==> src/rtl/igloo_uart_pkg.sv <==
// ============================================================================
//  Module   : igloo_uart_pkg
//  Brief    : Shared UART definitions: FSM state encodings and default bit time.
//  Revision : 1.0 - initial release
// ============================================================================
`default_nettype none

package igloo_uart_pkg;

   localparam int c_DEFAULT_CLK_DIV = 104;

   localparam logic [2:0] c_ST_IDLE  = 3'd0;
   localparam logic [2:0] c_ST_LATCH = 3'd1;
   localparam logic [2:0] c_ST_START = 3'd2;
   localparam logic [2:0] c_ST_DATA  = 3'd3;
   localparam logic [2:0] c_ST_STOP  = 3'd4;

   typedef enum logic [2:0] {
      ST_IDLE  = c_ST_IDLE,
      ST_LATCH = c_ST_LATCH,
      ST_START = c_ST_START,
      ST_DATA  = c_ST_DATA,
      ST_STOP  = c_ST_STOP
   } state_t;

   // A 1-bit character still needs a 1-bit index counter
   function automatic int bit_cnt_width(input int data_width);
      return (data_width > 1) ? $clog2(data_width) : 1;
   endfunction

endpackage

`default_nettype wire

==> src/rtl/baud_gen.sv <==
// ============================================================================
//  Module   : baud_gen
//  Brief    : Free-running bit-time counter with a one-cycle tick every CLK_DIV.
//  Revision : 1.0 - initial release
// ============================================================================
`default_nettype none

module baud_gen
   import igloo_uart_pkg::*;
#(
   parameter int CLK_DIV = c_DEFAULT_CLK_DIV
) (
   input  logic clk,
   input  logic rst,
   input  logic clear,
   output logic tick
);

   localparam int                 c_CNT_W = $clog2(CLK_DIV);
   localparam logic [c_CNT_W-1:0] c_LAST  = c_CNT_W'(CLK_DIV - 1);

   logic [c_CNT_W-1:0] r_count;

   always_ff @(posedge clk) begin
      if (rst || clear || tick) begin
         r_count <= '0;
      end else begin
         r_count <= r_count + 1'b1;
      end
   end

   assign tick = (r_count == c_LAST);

endmodule

`default_nettype wire

==> src/rtl/fifo_uart_tx.sv <==
// ============================================================================
//  Module   : fifo_uart_tx
//  Brief    : Pops characters from a FIFO and serialises them as start/data/stop.
//  Revision : 1.0 - initial release
// ============================================================================
`default_nettype none

module fifo_uart_tx
   import igloo_uart_pkg::*;
#(
   parameter int DATA_WIDTH = 8,
   parameter int CLK_DIV    = c_DEFAULT_CLK_DIV
) (
   input  logic                  clk,
   input  logic                  rst,
   input  logic                  empty,
   input  logic [DATA_WIDTH-1:0] q,
   output logic                  re,
   output logic                  tx,
   output logic                  busy
);

   localparam int                 c_BIT_W    = bit_cnt_width(DATA_WIDTH);
   localparam logic [c_BIT_W-1:0] c_LAST_BIT = c_BIT_W'(DATA_WIDTH - 1);

   state_t                r_state;
   state_t                w_state_d;
   logic [c_BIT_W-1:0]    r_bit;
   logic [c_BIT_W-1:0]    w_bit_d;
   logic [DATA_WIDTH-1:0] r_shift;
   logic [DATA_WIDTH-1:0] w_shift_d;
   logic                  r_tx;
   logic                  w_tx_d;
   logic                  w_tick;
   logic                  w_clear;

   baud_gen #(
      .CLK_DIV (CLK_DIV)
   ) u_baud_gen (
      .clk   (clk),
      .rst   (rst),
      .clear (w_clear),
      .tick  (w_tick)
   );

   always_comb begin
      w_state_d = r_state;
      w_bit_d   = r_bit;
      w_shift_d = r_shift;
      re        = 1'b0;
      unique case (r_state)
         ST_IDLE: begin
            re = ~empty & ~rst;
            if (!empty) begin
               w_state_d = ST_LATCH;
            end
         end
         ST_LATCH: begin
            w_shift_d = q;
            w_state_d = ST_START;
         end
         ST_START: begin
            if (w_tick) begin
               w_state_d = ST_DATA;
            end
         end
         ST_DATA: begin
            if (w_tick) begin
               w_shift_d = r_shift >> 1;
               if (r_bit == c_LAST_BIT) begin
                  w_bit_d   = '0;
                  w_state_d = ST_STOP;
               end else begin
                  w_bit_d = r_bit + 1'b1;
               end
            end
         end
         ST_STOP: begin
            if (w_tick) begin
               w_state_d = ST_IDLE;
            end
         end
         default: w_state_d = ST_IDLE;
      endcase

      // Bit time restarts on every state change so each phase lasts CLK_DIV cycles
      w_clear = (w_state_d != r_state);

      // Line level is derived from the next state so tx lands aligned with it
      if (w_state_d == ST_START) begin
         w_tx_d = 1'b0;
      end else if (w_state_d == ST_DATA) begin
         w_tx_d = w_shift_d[0];
      end else begin
         w_tx_d = 1'b1;
      end
   end

   always_ff @(posedge clk) begin
      if (rst) begin
         r_state <= ST_IDLE;
         r_bit   <= '0;
         r_shift <= '0;
         r_tx    <= 1'b1;
      end else begin
         r_state <= w_state_d;
         r_bit   <= w_bit_d;
         r_shift <= w_shift_d;
         r_tx    <= w_tx_d;
      end
   end

   assign tx   = r_tx;
   assign busy = (r_state != ST_IDLE);

endmodule

`default_nettype wire

==> config.mk <==
export PLATFORM = sky130hd
export DESIGN_NAME = fifo_uart_tx
export DESIGN_NICKNAME = d
export VERILOG_FILES = /design/src/rtl/igloo_uart_pkg.sv /design/src/rtl/baud_gen.sv /design/src/rtl/fifo_uart_tx.sv
export SDC_FILE = /design/constraint.sdc
export NUM_CORES = 1
export LEC_CHECK = 0
export BUFFER_PORTS_ARGS = -buffer_cell sky130_fd_sc_hd__buf_2
export CELL_PAD_IN_SITES_DETAIL_PLACEMENT = 1
export CELL_PAD_IN_SITES_GLOBAL_PLACEMENT = 1
export CORE_ASPECT_RATIO = 0.8
export CORE_MARGIN = 2
export CORE_UTILIZATION = 40
export CTS_BUF_LIST = sky130_fd_sc_hd__clkbuf_2
export CTS_CLUSTER_DIAMETER = 150
export DETAILED_ROUTE_END_ITERATION = 10
export PLACE_DENSITY = 0.86
export SLEW_MARGIN = 15
export SYNTH_ARGS = -nofsm -noshare
export SYNTH_HDL_FRONTEND = slang
export SYNTH_SLANG_ARGS = --single-unit
==> constraint.sdc <==
create_clock -name clk -period 1.6 [get_ports clk]
set_input_delay 0.08 -clock clk [delete_from_list [all_inputs] [get_ports clk]]
set_output_delay 0.08 -clock clk [all_outputs]
set_load 0.05 [all_outputs]
==> results of run 1 <==
==> worst min-delay path: cells and delay by family <==
kind | cells | cell delay (ps)
compound gates | 2 | 230
buf+inv | 1 | 90
==> report_power, final <==
group          total [W]  switching [W]  internal (W)
Combinational   0.000309       0.000179      0.000130
Clock           0.000223       0.000169     0.0000543
Sequential      0.000610      0.0000267      0.000583
==> metrics by stage <==
| stage | setup WS, ps | setup TNS (ps) | area (µm²) |
|---|---|---|---|
| final | -13.6 | -22.7 | 1400 |
| after global placement | 88.9 | 0 | 1230 |
| after CTS | -3.65 | -4.32 | 1280 |
| after global routing | -86.4 | -351 | 1400 |
| after detailed placement | 11.6 | 0 | 1230 |
| after floorplan | 28.8 | 0 | 1100 |
==> worst paths after layout <==
| kind | start | endpoint | cells after the start |
|---|---|---|---|
| max | u_baud_gen.r_count[3] | r_shift[4] | 4 |
| max reg2reg | u_baud_gen.r_count[3] | r_shift[4] | 4 |
| min | q[3] | r_shift[3] | 3 |
| min reg2reg | r_bit[0] | r_bit[0] | 2 |
==> area by class of cell <==
class / instances / area [µm²]
Fill cell: 292 / 1110
Clock inverter: 1 / 3.75
Inverter: 2 / 7.51
Timing Repair Buffer: 31 / 209
Tap cell: 36 / 45.0
Sequential cell: 22 / 454
Clock buffer: 3 / 15.0
Multi-Input combinational cell: 89 / 662
==> what timing repair did <==
action / in CTS / in global routing
hold buffers: 1 / 0
resized for setup: 10 / 11
setup endpoints to repair: 9 / 9
setup buffers: 0 / 9
pin swaps: 1 / 3
endpoints found under the hold margin: 1 / 0
==> synth_stat cells (2+ instances only) <==
library cell	count
sky130_fd_sc_hd__nand2b_1	6
sky130_fd_sc_hd__o22ai_1	6
sky130_fd_sc_hd__clkbuf_1	2
sky130_fd_sc_hd__or3_1	2
sky130_fd_sc_hd__nand2_1	5
sky130_fd_sc_hd__ha_1	3
sky130_fd_sc_hd__xor2_1	2
sky130_fd_sc_hd__dfxtp_1	22
sky130_fd_sc_hd__mux2i_1	2
sky130_fd_sc_hd__inv_1	2
sky130_fd_sc_hd__nand3_1	5
sky130_fd_sc_hd__o21ai_1	2
sky130_fd_sc_hd__a21oi_1	11
sky130_fd_sc_hd__buf_2	3
sky130_fd_sc_hd__a211oi_1	7
sky130_fd_sc_hd__nor3_1	4
sky130_fd_sc_hd__xnor2_1	3
sky130_fd_sc_hd__nor2_1	16
==> routing by layer <==
| metal | global-route usage (%) | share of wire [%] |
|---|---|---|
| met5 | 0 | 0 |
| met4 | 2.13 | 1.7 |
| met3 | 5.41 | 2.6 |
| met2 | 36.1 | 52 |
| met1 | 25.4 | 44 |
==> state kept, by name, indices dropped and copies added (netlist names) <==
signal,flops
r_state,3
r_shift,8
u_baud_gen.r_count,7
tx,1
r_bit,3
==> cells in the final DEF, fill, tap and decap left out, types with 2 or more instances in the layout <==
master,Yosys,layout
sky130_fd_sc_hd__a21oi_1,11,11
sky130_fd_sc_hd__o22ai_1,6,6
sky130_fd_sc_hd__nand2_1,5,4
sky130_fd_sc_hd__nor2_1,16,16
sky130_fd_sc_hd__dfxtp_4,0,2
sky130_fd_sc_hd__buf_2,3,12
sky130_fd_sc_hd__xor2_1,2,2
sky130_fd_sc_hd__clkbuf_2,0,3
sky130_fd_sc_hd__xnor2_1,3,3
sky130_fd_sc_hd__a211oi_1,7,5
sky130_fd_sc_hd__a211oi_2,0,2
sky130_fd_sc_hd__inv_1,2,2
sky130_fd_sc_hd__nand3_1,5,4
sky130_fd_sc_hd__nor3_1,4,2
sky130_fd_sc_hd__ha_2,0,2
sky130_fd_sc_hd__buf_4,0,17
sky130_fd_sc_hd__nand2b_1,6,6
sky130_fd_sc_hd__mux2i_1,2,2
sky130_fd_sc_hd__dfxtp_1,22,15
sky130_fd_sc_hd__dfxtp_2,0,5
==> logic make-up after synthesis <==
family                   after synthesis
buffers and inverters                  8
adder cells (fa/ha/maj)                3
AND/OR/NAND/NOR                       47
multiplexers                           3
flip-flops                            22
AO/OA/AOI/OAI                         31
XOR/XNOR                               5
==> metrics.log, run 1 <==
[metrics] result of the run: finished with violations
[metrics] failing checks: setup timing
[metrics] synthesized netlist net count: 133
[metrics] flop and latch count out of synthesis: 22
[metrics] most area-hungry cell type in the Yosys netlist: sky130_fd_sc_hd__dfxtp_1
[metrics] DR pass1 iterations: 4
[metrics] Iteration-0 DRC Markers: 13
[metrics] utilization after layout: 55.8%
[metrics] root buffer cell: sky130_fd_sc_hd__clkbuf_2
[metrics] CTS tree: built
[metrics] antenna violations before repair: 0
[metrics] number of vias after detailed routing: 999
[metrics] Final Routed Wirelength: 3340 µm
[metrics] post-synthesis async set-or-reset flop share: 0%
[metrics] nets: 163
[metrics] height of the die: 50.4 µm
[metrics] insertion delay of the later-clocked pin in the worst-skew pair: 330 ps
[metrics] cell chain of the critical path: or3b_1, o21ai_4, a21oi_1, a211oi_2
[metrics] largest buffer count on any clock path: 2
[metrics] layout-stage area growth over the synthesis result: 29.6%
[metrics] instance count of the mapped netlist: 119
[metrics] power density relative to cell area: 818 nW/µm²
[metrics] class of the worst hold path: primary input to flip-flop
[metrics] multiplexer fraction of the synthesized cell area: 2.90%
[metrics] Die X-Extent: 62.0 µm
[metrics] leak pwr: roughly 0.54 nW
[metrics] max-capacitance violation count: 0
[metrics] final-layout worst hold slack: 95.5 ps
[metrics] max incr delay on CP: 460 ps
[metrics] placeable core region: 2500 µm²
[metrics] number of setup violations in the final report: 2
[metrics] CP top delay family: compound AO/OA/AOI/OAI gates
[metrics] element type at the critical path end: flip-flop
[metrics] number of top-level design ports: 14
[metrics] Max Clk Rate: 620 MHz
[metrics] number of rows in the core area: 16
[metrics] half-perimeter wire length after detailed placement: between 2000 and 2500 µm
[metrics] count of synthesis-stage warnings from yosys: 0
[metrics] setup slack of the critical path after layout: -13.6 ps
[metrics] Worst Max-Slew Pin Slew: 396 ps
[metrics] area of the die: 3130 µm²
[metrics] Critical Path Fanout Max: 8
[metrics] post-DR wirelength/cell: 18.1 µm
[metrics] vias in the first global route: 1,004
[metrics] Cell Count Post-Placement: 170
[metrics] Worst Path Arrival: approximately 1900 ps
[metrics] max-slew violations: 0
[metrics] time the final worst path needs with I/O delays and setup: 1610 ps
[metrics] most used flip-flop cell after synthesis: sky130_fd_sc_hd__dfxtp_1
[metrics] Hold Fails Final Rpt: 0
[metrics] type of origin of the critical path: flip-flop
[metrics] total track usage: around a fifth
[metrics] count of nets left with antenna violations after detail routing: 0
[metrics] overall power: 0.00114 W
[metrics] maximum number of pins on one net before global-route repair: 17
[metrics] Final GP Congestion: 0.776
[metrics] area share of the largest cell type after synthesis: 40.9%
[metrics] worst-case register-to-register setup slack: -10 ps
[metrics] effective utilization at floorplan: 43.0%
[metrics] clock-pin slew of the registers on the worst-case setup and hold paths: roughly 200 ps
[metrics] IO Port Bufs: 13
[metrics] wire length of the first global-routing pass: 4730 µm
[metrics] synthesized cell area: around 1100 µm²
[metrics] combined buffer and inverter count along the critical path: 0
[metrics] worst clock skew: roughly 3.3 ps
[metrics] required time at the endpoint of the critical path: 1870 ps
[metrics] via density per instance: around 5.4
[metrics] count of flip-flops with a built-in enable after synthesis: 0
[metrics] fraction of the yosys area taken by sequential cells: 40.9%
[metrics] proportion of layout cells with a drive suffix above 1: 40.5%
[metrics] Crit-path slowest cell: sky130_fd_sc_hd__or3b_1
[metrics] synthesized area per cell: 9.05 µm²
[metrics] overall overflow remaining after global route: 0
[metrics] adder-cell share of the synthesized area: roughly 3.5%
[metrics] tightest slew margin relative to the limit: between 70% and 80%
[metrics] count of different cell masters after synthesis: 34
[metrics] TritonCTS buffer count: 3
[metrics] antenna cells: 0
[metrics] final critical-path share of the clock period: 101%
[metrics] final instance count without filler cells: 184
[metrics] CTS sink count: 22
[metrics] total number of H-tree levels: 1
[metrics] setup repair after global routing missed its margin: yes
[metrics] parity-gate share of the synthesized area counting xor and xnor cells: 4.07%
[metrics] dominant combinational cell family by area after synthesis: simple AND/OR/NAND/NOR gates
[metrics] type of the worst setup path: flip-flop to flip-flop
[metrics] peak supply drop: approximately 420 µV
[metrics] synthesized-area fraction occupied by ao, oa, aoi and oai cells: about a fifth
[metrics] DRC errors left: 0
[metrics] simple-gate share of the synthesized area: 25.2%
[metrics] most area-consuming cells after synthesis: sky130_fd_sc_hd__dfxtp_1 41%, sky130_fd_sc_hd__nor2_1 5.6%, sky130_fd_sc_hd__a21oi_1 5.1%, sky130_fd_sc_hd__a211oi_1 4.9%, sky130_fd_sc_hd__ha_1 3.5%
(Power assumes the default switching activity.)
==> inputs of run 2 (changes only) <==
--- a/config.mk
+++ b/config.mk
@@ -9,7 +9,7 @@
 export CELL_PAD_IN_SITES_DETAIL_PLACEMENT = 1
 export CELL_PAD_IN_SITES_GLOBAL_PLACEMENT = 1
 export CORE_ASPECT_RATIO = 0.8
-export CORE_MARGIN = 2
+export CORE_MARGIN = 4
 export CORE_UTILIZATION = 40
 export CTS_BUF_LIST = sky130_fd_sc_hd__clkbuf_2
 export CTS_CLUSTER_DIAMETER = 150
==> metrics.log, run 2 (synthesis results as in run 1) <==
[metrics] DR pass1 iterations: 4
[metrics] capture instance of the worst register-to-register path: r_bit[0]
[metrics] peak supply drop: about 500 µV
[metrics] Final GP Congestion: 0.762
[metrics] Worst Path Arrival: 1810 ps
[metrics] origin of the worst setup path: u_baud_gen.r_count[3]
[metrics] vias in the first global route: approximately 980
[metrics] worst clock skew: 14.1 ps
[metrics] tightest slew margin relative to the limit: 73.7%
[metrics] area post-placement: 1240 µm²
[metrics] number of vias after detailed routing: 954
[metrics] maximum number of pins on one net before global-route repair: 17
[metrics] total non-filler cell area in the finished layout: 1350 µm²
[metrics] antenna violations before repair: 0
[metrics] number of setup violations in the final report: 0
[metrics] count of nets left with antenna violations after detail routing: 0
[metrics] number of top-level design ports: 14
[metrics] Top Registers: r_shift (8), u_baud_gen.r_count (7)
[metrics] required time at the endpoint of the critical path: roughly 1900 ps
[metrics] post-DR wirelength/cell: 15.2 µm
[metrics] effective utilization at floorplan: a little over two fifths
[metrics] leak pwr: 0.523 nW
[metrics] root buffer cell: sky130_fd_sc_hd__clkbuf_2
[metrics] Die X-Extent: roughly 66 µm
[metrics] element type at the critical path end: flip-flop
[metrics] Max Clk Rate: 653 MHz
[metrics] total track usage: 16.4%
[metrics] Critical Path Fanout Max: 6
[metrics] worst-case register-to-register setup slack: 70 ps
[metrics] antenna cells: 0
[metrics] layout-stage area growth over the synthesis result: 24.9%
[metrics] most flop-heavy register: r_shift
[metrics] TritonCTS buffer count: 3
[metrics] type of origin of the critical path: flip-flop
[metrics] overall overflow remaining after global route: 0
[metrics] max FFs per register: 8
[metrics] area of the die: 3590 µm²
[metrics] result of the run: completed
[metrics] leading cell type in the layout, fill and taps excluded: sky130_fd_sc_hd__nor2_1
[metrics] Crit-path slowest cell: sky130_fd_sc_hd__dfxtp_4
[metrics] Hold Startpoint: q[1]
[metrics] Reg2Reg Depth: 4
[metrics] height of the die: between 50 and 60 µm
[metrics] top library cells by usage in the layout, fill and taps aside: 16 x sky130_fd_sc_hd__nor2_1, 14 x sky130_fd_sc_hd__dfxtp_1, 13 x sky130_fd_sc_hd__buf_4
[metrics] half-perimeter wire length after detailed placement: 1840 µm
[metrics] CTS tree: built
[metrics] placeable core region: between 2000 and 3000 µm²
[metrics] proportion of layout cells with a drive suffix above 1: 36.8%
[metrics] IO Port Bufs: 13
[metrics] wire length of the first global-routing pass: roughly 4500 µm
[metrics] Hold Fails Final Rpt: 0
[metrics] largest buffer count on any clock path: 2
[metrics] via density per instance: ~5.3
[metrics] Iteration-0 DRC Markers: 53
[metrics] insertion delay of the later-clocked pin in the worst-skew pair: 340 ps
[metrics] startpoint of the lowest-slack register-to-register path: u_baud_gen.r_count[3]
[metrics] final critical-path share of the clock period: about 96%
[metrics] capturing instance or port of the critical path: r_bit[0]
[metrics] class of the worst hold path: primary input to flip-flop
[metrics] number of rows in the core area: 16
[metrics] total number of H-tree levels: 1
[metrics] power density relative to cell area: 826 nW/µm²
[metrics] Setup TNS: 0 ps
[metrics] Final Routed Wirelength: 2740 µm
[metrics] max-slew violations: 0
[metrics] max incr delay on CP: just over 400 ps
[metrics] max-capacitance violation count: 0
[metrics] DRC errors left: 0
[metrics] cell chain of the critical path: nor3b_4, nand4_4, or3_1, a21oi_2
[metrics] Worst Max-Slew Pin Slew: 394 ps
[metrics] CTS sink count: 22
[metrics] time the final worst path needs with I/O delays and setup: 1530 ps
[metrics] nets: 159
[metrics] clock-pin slew of the registers on the worst-case setup and hold paths: 210 ps
[metrics] type of the worst setup path: flip-flop to flip-flop
[run 2: through the flow]
stage	utilization [%]	worst slack, ps	hold slack [ps]	std cells	total power (W)
final	53.8	68.4	81.7	180	0.00111
after global routing	53.8	-13.4	65.9	180	0.00117
after CTS	51.0	-41.6	73.6	176	0.00109
after detailed placement	49.6	-12.9	363	171	0.000869
after global placement	49.6	90.0	359	171	0.000860
after floorplan	-	28.8	153	119	0.000798
[run 2: per-layer routing]
layer	track usage [%]	wire length, µm	vias to the layer above
met1	20.7	1290	456
met2	28.0	1320	16
met3	4.31	85	4
met5	0	0	-
met4	4.39	37	0
li1	-	-	478
[run 2: how the worst min path moves through the flow]
stage,end,slack [ps],cells after the start
after floorplan,r_shift[1],150,1
after global placement,r_shift[7],360,3
after detailed placement,r_shift[7],360,3
after CTS,r_shift[4],70,3
after global routing,r_shift[1],70,3
final,r_shift[1],80,3
[run 2: what timing repair did]
action,in CTS,in global routing
hold buffers,1,0
pin swaps,0,5
endpoints found under the hold margin,1,0
gates resized for setup,4,14
setup buffers,0,4
endpoints found under the setup margin,8,18
[run 2: cell type report]
| type | count | area [µm²] |
|---|---|---|
| multi-input cells | 89 | 637 |
| well taps | 36 | 45.0 |
| clock buffers | 3 | 15.0 |
| flip-flops and latches | 22 | 458 |
| inverters | 2 | 7.51 |
| repair buffers | 27 | 179 |
| clock inverters | 1 | 3.75 |
| fillers | 308 | 1160 |
[run 2: power by group]
part	internal [W]	leakage (nW)	total [W]	switching (W)
clock network	0.0000544	0.0140	0.000224	0.000170
registers	0.000581	0.184	0.000602	0.0000209
logic	0.000121	0.326	0.000284	0.000163
[run 2: worst max-delay path, delay by kind of cell, from the launching register on]
kind | cells | cell delay, ps
simple gates | 3 | 940
flops | 1 | 410
compound gates | 1 | 130
